===== config.mk =====
export PLATFORM = sky130hd
export DESIGN_NAME = demux_1_8_reg_flat
export DESIGN_NICKNAME = d
export VERILOG_FILES = /design/src/rtl/demux_pkg.sv /design/src/rtl/demux_1_8_reg_if.sv /design/src/rtl/demux_slot.sv /design/src/rtl/demux_1_8_reg.sv /design/src/flat_wrapper.sv
export SDC_FILE = /design/constraint.sdc
export NUM_CORES = 1
export LEC_CHECK = 0
export ABC_AREA = 1
export CAP_MARGIN = 40
export CORE_ASPECT_RATIO = 0.75
export CORE_MARGIN = 3
export CORE_UTILIZATION = 46
export DETAILED_ROUTE_END_ITERATION = 8
export PLACE_DENSITY = 0.88
export SYNTH_ARGS = -nofsm -noshare
export SYNTH_HDL_FRONTEND = slang
export SYNTH_HIERARCHICAL = 1
export SYNTH_SLANG_ARGS = --single-unit

===== constraint.sdc =====
create_clock -name clk -period 1.95 [get_ports clk]
set_input_delay 0.195 -clock clk [delete_from_list [all_inputs] [get_ports clk]]
set_output_delay 0.195 -clock clk [all_outputs]
set_load 0.02 [all_outputs]

===== src/rtl/demux_pkg.sv =====
// demux_pkg: shared widths and mode encodings for the registered 1-to-8 demux
package demux_pkg;
   localparam int DW = 3;
   localparam int CH = 8;
   localparam int SW = 3;
   localparam logic MODE_ADDR = 1'b0;
   localparam logic MODE_RR = 1'b1;
endpackage


===== src/rtl/demux_1_8_reg_if.sv =====
// demux_1_8_reg_if: producer-side handshake, channel outputs and pointer of the demux
interface demux_1_8_reg_if
   import demux_pkg::*;
#(parameter int DW = demux_pkg::DW);
   logic mode;
   logic [SW-1:0] s;
   logic [DW-1:0] d;
   logic in_valid;
   logic in_ready;
   logic [DW-1:0] y0, y1, y2, y3, y4, y5, y6, y7;
   logic [CH-1:0] y_valid;
   logic [CH-1:0] y_ready;
   logic [SW-1:0] ptr;
   modport master(output mode, s, d, in_valid, y_ready,
                  input in_ready, y0, y1, y2, y3, y4, y5, y6, y7, y_valid, ptr);
   modport slave(input mode, s, d, in_valid, y_ready,
                 output in_ready, y0, y1, y2, y3, y4, y5, y6, y7, y_valid, ptr);
endinterface


===== src/rtl/demux_slot.sv =====
// demux_slot: one output channel, data register plus valid flag
module demux_slot #(parameter int DW = demux_pkg::DW) (
   input  logic          clk,
   input  logic          rst_n,
   input  logic          load,
   input  logic          drain,
   input  logic [DW-1:0] d,
   output logic [DW-1:0] y,
   output logic          v
);
   // a load wins over a drain in the same cycle, so the word is replaced, not lost
   always_ff @(posedge clk or negedge rst_n) begin
      if (!rst_n) begin
         y <= '0;
         v <= 1'b0;
      end else begin
         if (load) y <= d;
         v <= load | (v & ~drain);
      end
   end
endmodule


===== src/rtl/demux_1_8_reg.sv =====
// demux_1_8_reg: registered 1-to-8 demux with addressed or round-robin targeting
module demux_1_8_reg
   import demux_pkg::*;
#(
   parameter int DW = demux_pkg::DW,
   parameter int CH = demux_pkg::CH
) (
   input logic clk,
   input logic rst_n,
   demux_1_8_reg_if.slave bus
);
   logic [SW-1:0] tgt;
   logic [SW-1:0] ptr_q;
   logic [CH-1:0] v;
   logic rdy;
   logic acc;
   logic [DW-1:0] y [CH];
   assign tgt = (bus.mode == MODE_RR) ? ptr_q : bus.s;
   assign rdy = ~v[tgt] | bus.y_ready[tgt];
   assign acc = bus.in_valid & rdy;
   always_ff @(posedge clk or negedge rst_n) begin
      if (!rst_n) ptr_q <= '0;
      else if (acc && bus.mode == MODE_RR) ptr_q <= ptr_q + 1'b1;
   end
   for (genvar i = 0; i < CH; i++) begin : g_slot
      demux_slot #(.DW(DW)) u_slot (
         .clk(clk), .rst_n(rst_n), .load(acc && tgt == SW'(i)), .drain(bus.y_ready[i]),
         .d(bus.d), .y(y[i]), .v(v[i])
      );
   end
   assign bus.in_ready = rdy;
   assign bus.y_valid = v;
   assign bus.ptr = ptr_q;
   assign bus.y0 = y[0];
   assign bus.y1 = y[1];
   assign bus.y2 = y[2];
   assign bus.y3 = y[3];
   assign bus.y4 = y[4];
   assign bus.y5 = y[5];
   assign bus.y6 = y[6];
   assign bus.y7 = y[7];
endmodule


===== src/flat_wrapper.sv =====
// flat-port wrapper written by rule: the top's interface ports become plain ports
module demux_1_8_reg_flat import demux_pkg::*;
#(
   parameter int DW = demux_pkg::DW,
   parameter int CH = demux_pkg::CH
)
  (clk, rst_n, bus_mode, bus_s, bus_d, bus_in_valid, bus_y_ready, bus_in_ready, bus_y0, bus_y1, bus_y2, bus_y3, bus_y4, bus_y5, bus_y6, bus_y7, bus_y_valid, bus_ptr);
  demux_1_8_reg_if #(.DW(DW)) bus_i ();
  input logic clk;
  input logic rst_n;
  input wire logic [$bits(bus_i.mode)-1:0] bus_mode;
  input wire logic [$bits(bus_i.s)-1:0] bus_s;
  input wire logic [$bits(bus_i.d)-1:0] bus_d;
  input wire logic [$bits(bus_i.in_valid)-1:0] bus_in_valid;
  input wire logic [$bits(bus_i.y_ready)-1:0] bus_y_ready;
  output wire logic [$bits(bus_i.in_ready)-1:0] bus_in_ready;
  output wire logic [$bits(bus_i.y0)-1:0] bus_y0;
  output wire logic [$bits(bus_i.y1)-1:0] bus_y1;
  output wire logic [$bits(bus_i.y2)-1:0] bus_y2;
  output wire logic [$bits(bus_i.y3)-1:0] bus_y3;
  output wire logic [$bits(bus_i.y4)-1:0] bus_y4;
  output wire logic [$bits(bus_i.y5)-1:0] bus_y5;
  output wire logic [$bits(bus_i.y6)-1:0] bus_y6;
  output wire logic [$bits(bus_i.y7)-1:0] bus_y7;
  output wire logic [$bits(bus_i.y_valid)-1:0] bus_y_valid;
  output wire logic [$bits(bus_i.ptr)-1:0] bus_ptr;
  assign bus_i.mode = bus_mode;
  assign bus_i.s = bus_s;
  assign bus_i.d = bus_d;
  assign bus_i.in_valid = bus_in_valid;
  assign bus_i.y_ready = bus_y_ready;
  assign bus_in_ready = bus_i.in_ready;
  assign bus_y0 = bus_i.y0;
  assign bus_y1 = bus_i.y1;
  assign bus_y2 = bus_i.y2;
  assign bus_y3 = bus_i.y3;
  assign bus_y4 = bus_i.y4;
  assign bus_y5 = bus_i.y5;
  assign bus_y6 = bus_i.y6;
  assign bus_y7 = bus_i.y7;
  assign bus_y_valid = bus_i.y_valid;
  assign bus_ptr = bus_i.ptr;
  demux_1_8_reg #(.DW(DW), .CH(CH)) u_core (.clk(clk), .rst_n(rst_n), .bus(bus_i));
endmodule

---- Yosys cells after proc, flatten, opt, wreduce, memory -nomap -nowiden ----
Cells that the tools add are included.
W data, S select, Z words.
word-level totals
  memory bits (read-only) ................. 0
  bits in registers ....................... 35
  word-level logic and storage cells ...... 68
  memories ................................ 0
  latch bits .............................. 0
  bits of input ports ..................... 18
  memory bits (writable) .................. 0
cells by class
  div/mod/pow operators ................... 0
  shift-type cells ........................ 0
  mux-type cells .......................... 5
  $mul .................................... 0
  reductions and logical operators ........ 10
  add/subtract/negate cells ............... 1
  order comparisons ....................... 1
  bitwise gates (word level) .............. 27
  equal/unequal tests ..................... 7
operator list
  kind                   number
  $eq A3 B3 Y1 const B   4
  $and A1 B1 Y1          9
  $logic_and A1 B1 Y1    9
  $not A1 Y1             9
  $or A1 B1 Y1           9
  $bmux W1 S3            2
  $eq A3 B2 Y1 const B   2
  $lt A3 B4 Y1 const B   1
  $add A3 B1 Y3 const B  1
  $eq A3 B1 Y1 const B   1
  $logic_not A3 Y1       1
  $mux W3                1
  $mux W1                2

---- Depth between registers and ports, before layout ----
Gate-level depths: netlist of the first run.
  word-level depth ........................ 8
  gate-level depth with buffers ........... 16
  depth with buffers taken out ............ 15

---- Modules after synthesis ----
The synthesis of the first run kept the hierarchy.
by module, submodules not included
  module         area each (um^2)  cells each  seq. area each (um^2)  instances
  demux_slot     148.9             17          100.1                  8
  demux_1_8_reg  513.0             97          75.1                   1

---- Worst setup path after synthesis of the first run ----
OpenSTA, ideal clock, no wires.
  path kind ............................... reg2reg
  start ................................... register u_core.ptr_q[0], in the netlist u_core/bus.ptr[0]
  end ..................................... register u_core.g_slot[4].u_slot.y[0]
  period minus slack after synthesis ...... 1.803 ns
  setup time .............................. 0.117 ns
  cell stages (with the launch flop) ...... 14
  data required time ...................... 1.833 ns
  path buffers ............................ 0
  arrival ................................. 1.686 ns
  path slack .............................. 0.147 ns
  path through ............................ dfrtp_1 nand2_2 nand2_4 nand2_1 nor2_1 nor2_1 nand3_1 nand2_2 nor2_4 nand2_1 nor2_1 inv_2 nand2_1 nand2_1
on the way
  longest elaborated chain between the ends .. 7
  elaborated cells between the ends (all ways) .. 10
  those cells by class .................... eq/ne (1); mux (5); bitwise (3); reduce/logical (1)
RTL lines
  element                        line                 text
  start: declaration             demux_1_8_reg.sv:13  logic [SW-1:0] ptr_q;
  start signal: assignment       demux_1_8_reg.sv:23  else if (acc && bus.mode == MODE_RR) ptr_q <= ptr_q + 1'b1;
  $mux W3 *                      demux_1_8_reg.sv:18  assign tgt = (bus.mode == MODE_RR) ? ptr_q : bus.s;
  $bmux W1 S3                    demux_1_8_reg.sv:19  assign rdy = ~v[tgt] | bus.y_ready[tgt];
  $mux W1 (implied by the code)  demux_1_8_reg.sv:19
  $not A1 Y1                     demux_1_8_reg.sv:19
  $or A1 B1 Y1                   demux_1_8_reg.sv:19
  $and A1 B1 Y1                  demux_1_8_reg.sv:20  assign acc = bus.in_valid & rdy;
  $logic_and A1 B1 Y1 *          demux_1_8_reg.sv:27  .clk(clk), .rst_n(rst_n), .load(acc && tgt == SW'(i)), .drain(bus.y_ready[i]),
  end signal: assignment         demux_slot.sv:14     y <= '0;
  end signal: assignment         demux_slot.sv:17     if (load) y <= d;
  end: declaration               demux_slot.sv:8      output logic [DW-1:0] y,
Every way passes the cells marked *; elsewhere a longest branch is shown, timed or not. The select of a mux whose other input is x is not followed.
A chain may end at the register's enable or synchronous reset.

---- Worst setup path after layout of the first run ----
  start ................................... register u_core.ptr_q[0], in the netlist u_core/bus.ptr[0]
  end ..................................... register u_core.g_slot[5].u_slot.y[2]
on the way
  longest elaborated chain between the ends .. 7
  elaborated cells between the ends (all ways) .. 10
  those cells by class .................... eq/ne (1); mux (5); bitwise (3); reduce/logical (1)
RTL lines
  element                        line
  $mux W3 *                      demux_1_8_reg.sv:18
  $bmux W1 S3                    demux_1_8_reg.sv:19
  $mux W1 (implied by the code)  demux_1_8_reg.sv:19
  $not A1 Y1                     demux_1_8_reg.sv:19
  $or A1 B1 Y1                   demux_1_8_reg.sv:19
  $and A1 B1 Y1                  demux_1_8_reg.sv:20
  $logic_and A1 B1 Y1 *          demux_1_8_reg.sv:27
  end signal: assignment         demux_slot.sv:14
  end signal: assignment         demux_slot.sv:17
  end: declaration               demux_slot.sv:8
Marks and branches as above.

==> results of run 1 <==
## worst min-delay path by stage
stage / end / slack [ps] / cells after the start
after global placement: u_core/g_slot[4].u_slot/y[0] / 460 / 2
after floorplan: u_core/bus.ptr[0] / -100 / 0
after global routing: u_core/g_slot[2].u_slot/y[2] / 360 / 2
after detailed placement: u_core/g_slot[3].u_slot/y[2] / 460 / 2
final: u_core/g_slot[3].u_slot/y[0] / 310 / 2
after CTS: u_core/g_slot[3].u_slot/y[0] / 320 / 2
## through the flow
stage | cell area [µm²] | utilization
final | 2646 | 0.7730
after global routing | 2646 | 0.7730
after CTS | 2537 | 0.7412
after detailed placement | 2399 | 0.7007
after global placement | 2399 | 0.7007
after floorplan | 1704 | -
## cell families (layout without fill, tap and decap cells)
kind of cell | after synthesis | in the layout | synth area share
XOR/XNOR | 1 | 1 | 0.005140
adder cells (fa/ha/maj) | 1 | 1 | 0.007341
buffers and inverters | 31 | 111 | 0.07416
flip-flops | 35 | 35 | 0.5140
AND/OR/NAND/NOR | 165 | 166 | 0.3994
## power by group through the flow
stage                     Clock [mW]  Sequential, mW  Combinational, mW
final                          0.773            1.23               1.79
after CTS                      0.780            1.22               1.70
after global routing           0.815            1.27               1.93
after global placement             0            1.22               1.65
after floorplan                    0            1.58              0.453
after detailed placement           0            1.22               1.69
## routing by layer
layer  share of wire  up-vias  global-route usage
met3           0.080       21             0.07645
met1            0.43      836              0.2720
met2            0.46       89              0.3830
met4           0.032        0              0.1034
li1                -      860                   -
met5               0        -                   0
## cell type report
| type | instances | area, µm² |
|---|---|---|
| clock inverter | 2 | 60.06 |
| clock buffer | 6 | 72.57 |
| inverter | 30 | 117.6 |
| multi-input combinational | 168 | 772.0 |
| timing repair buffer | 73 | 685.7 |
| sequential | 35 | 875.8 |
| fill | 245 | 777.0 |
| tap | 50 | 62.56 |
## state kept, by name, summed over array words and instances, names as in the netlist
register and cells:
u_core/bus.ptr 3, u_core/g_slot.u_slot/v 8, u_core/g_slot.u_slot/y 24
## worst reg2reg max path, cell delays in order (launching register included)
cell and delay, ps:
sky130_fd_sc_hd__dfrtp_1 430, sky130_fd_sc_hd__nand2_4 130, sky130_fd_sc_hd__buf_4 170, sky130_fd_sc_hd__nand3_1 80
sky130_fd_sc_hd__nand2_1 70, sky130_fd_sc_hd__nand2_1 60, sky130_fd_sc_hd__nand2_1 90, sky130_fd_sc_hd__nand3_2 120
sky130_fd_sc_hd__nand2_2 100, sky130_fd_sc_hd__nor2_4 160, sky130_fd_sc_hd__nand2_1 100, sky130_fd_sc_hd__nor2_1 190
sky130_fd_sc_hd__buf_4 160, sky130_fd_sc_hd__nand2_1 50, sky130_fd_sc_hd__nand2_1 80
## cell usage in the layout (no fill, tap or decap), drive strengths merged
cell type,instances
nand2,135
clkdlybuf4s50,50
dfrtp,35
inv,30
buf,21
nand3,15
nor2,15
clkbuf,6
bufinv,2
clkdlybuf4s15,1
dlygate4sd2,1
nand4,1
xor2,1
ha,1
## repair_timing
| action | 4_1_cts | 5_1_grt |
|---|---|---|
| setup buffers | 1 | 4 |
| pin swaps | 1 | 7 |
| endpoints found under the setup margin | 31 | 28 |
| gates cloned | 0 | 1 |
| resized for setup | 5 | 23 |
==> results.py, run 1 <==
metrics = {
    "layout": {
        "areaGrowthSynthToFinish_pct": 55.29,
        "num-nets-final": 332,
        "instances_no_fill": 364,
        "final_layout_size_suffix_gt1_frac": 0.1943,
        "insertedDiodeCount": 0,
    },
    "synth": {
        "synth_enable_flop_cells": 0,
        "netlist_top_cells_area": "sky130_fd_sc_hd__dfrtp_1, sky130_fd_sc_hd__nand2_1, sky130_fd_sc_hd__inv_1, sky130_fd_sc_hd__nand3_1, sky130_fd_sc_hd__nor2_1",
        "post_synth_inst_count": 233,
        "synth_top_cell_by_area": "sky130_fd_sc_hd__dfrtp_1",
        "post_synth_instance_area_um2": 1704,
        "ranking_of_synthesized_cells_by_instance_count": "sky130_fd_sc_hd__nand2_1, sky130_fd_sc_hd__dfrtp_1, sky130_fd_sc_hd__inv_1",
        "synth-seq-cells": 35,
        "synth_top_area_frac": 0.5140,
        "postSynthNetCount": 252,
        "syn_avg_cell_area_um2": 7.314,
        "synth_top_flop_cell": "sky130_fd_sc_hd__dfrtp_1",
        "yosysWarningCount": 6,
        "netlist-cell-type-count": 16,
        "postSynth.asyncResetShare": 1.000,
        "yosys.cell_count.top_type": "sky130_fd_sc_hd__nand2_1",
        "seq_area_frac_synth": 0.5140,
    },
    "placed_design": {
        "dpl.cell_count": 350,
        "total_of_buffers_placed_on_input_and_output_ports": 53,
        "globalplace.congestion": 0.9047,
        "dp_hpwl_mm": 3.337,
        "detailedPlace.worstSlack_ps": -464.1,
    },
    "route": {
        "detail_route.vias_per_cell": 4.962,
        "routed_wire_length_per_instance_um": 14.06,
        "drt-pass1-iter-count": 4,
        "dr.first_iter.drc_count": 148,
        "finalWirelength_mm": 5.117,
        "route.detailed.drc": 0,
        "route.antenna.remaining_nets": 0,
        "dr_total_vias": 1806,
    },
    "floorplanning": {
        "die_width_um": 76.28,
        "rows": 18,
        "floorplan.initialDensity": 0.4978,
        "floorplan.io_pins": 54,
        "placeableCoreArea_um2": 3423,
        "fp.dieH_um": 58.71,
        "die-area_um2": 4478,
    },
    "power_and_ir_drop": {
        "p_leak_nw": 1.432,
        "combPwrFrac": 0.472,
        "intPower_mw": 2.361,
        "power_frac_clock": 0.204,
        "post-layout-total-power_mw": 3.792,
        "power.share.switching": 0.3774,
        "seqPwrFrac": 0.324,
        "ir_worst_vdd_v": 0.0009743,
        "power.switching_mw": 1.431,
        "cellPowerDensity_nw_per_um2": 1433,
    },
    "critical_path": {
        "worst_r2r_startpoint": "u_core/bus.ptr[0]",
        "setup.worst_path.end_class": "flop",
        "worstSetupStartpoint": "u_core/bus.ptr[0]",
        "critPathMostFrequentCell": "sky130_fd_sc_hd__nand2_1",
        "gate_family_responsible_for_the_most_delay_along_the_worst_path": "simple AND/OR/NAND/NOR gates",
        "timing.critical_path.arrival_ps": 2280,
        "worst_path_largest_cell_delay_ps": 430,
        "critPathMaxFanout": 5,
        "worst-r2r-cell-count": 14,
        "critical_path_cell_count": 14,
        "critical-path-slowest-cell": "sky130_fd_sc_hd__dfrtp_1",
        "critical_path.startpoint_type": "flop",
        "setup.worst_path.class": "reg -> reg",
        "cp_data_required_time_ps": 2180,
        "timing.critical_path.buf_inv": 2,
        "reg2reg_setup_slack_ps": -100,
        "reg2reg_to": "u_core/g_slot[5].u_slot/y[2]",
        "path_cells": "nand2_4, buf_4, nand3_1, nand2_1, nand2_1, nand2_1, nand3_2, nand2_2, nor2_4, nand2_1, nor2_1, buf_4, nand2_1, nand2_1",
        "timing.critical_path.to": "u_core/g_slot[5].u_slot/y[2]",
    },
    "global_route": {
        "grt.overflow.total": 0,
        "vias_in_the_first_global_route": 1806,
        "grt_util_all_layers": 0.2282,
        "grt_pass1_wl_mm": 7.928,
        "pin_count_of_the_biggest_net_entering_global_routing": 36,
        "antenna_found_initial": 0,
    },
    "sta": {
        "post-route-min-period_ps": 2045,
        "setup_viol_count_final": 25,
        "fmax_mhz": 488.9,
        "hold_viol": 0,
        "timing.final.max_slew_violations": 0,
        "finalSetupTns_ps": -1249,
        "timing.max_slew.rel_slack": 0.7108,
        "fin_crit_sh": 1.049,
        "hold_slack_ps": 308.3,
        "rsz0062_at_grt": "yes",
        "worst_pin_slew_ps": 433.7,
        "skew_ps": 4.866,
        "fin_ws_ps": -95.34,
    },
    "min_path": {
        "hold_class": "in -> async",
    },
    "clocking": {
        "cts-root-buf": "sky130_fd_sc_hd__clkbuf_8",
        "cts.sink_count": 35,
        "clk_latency_ps": 290,
        "clockBufferDepth": 2,
        "clk_transition_reported_paths_ps": 70,
        "post_cts_hold_buffer_count": 0,
        "tritoncts.num_buffers": 5,
        "htreeDepth": 2,
        "cts_tree": "done",
    },
    "run": {
        "maxCapViolCount": 0,
    },
    "outcome": {
        "run_status": "finished, violations left",
        "failing_checks": "negative setup slack",
    },
}
No activity file was read; power rests on OpenSTA's default activity.
==> run 2: changes to the inputs <==
--- a/config.mk
+++ b/config.mk
@@ -6,7 +6,7 @@
 export NUM_CORES = 1
 export LEC_CHECK = 0
 export ABC_AREA = 1
-export CAP_MARGIN = 40
+export CAP_MARGIN = 10
 export CORE_ASPECT_RATIO = 0.75
 export CORE_MARGIN = 3
 export CORE_UTILIZATION = 46
==> results of run 2 <==
No change in the layout: final DEF, timing and power equal those of run 1.
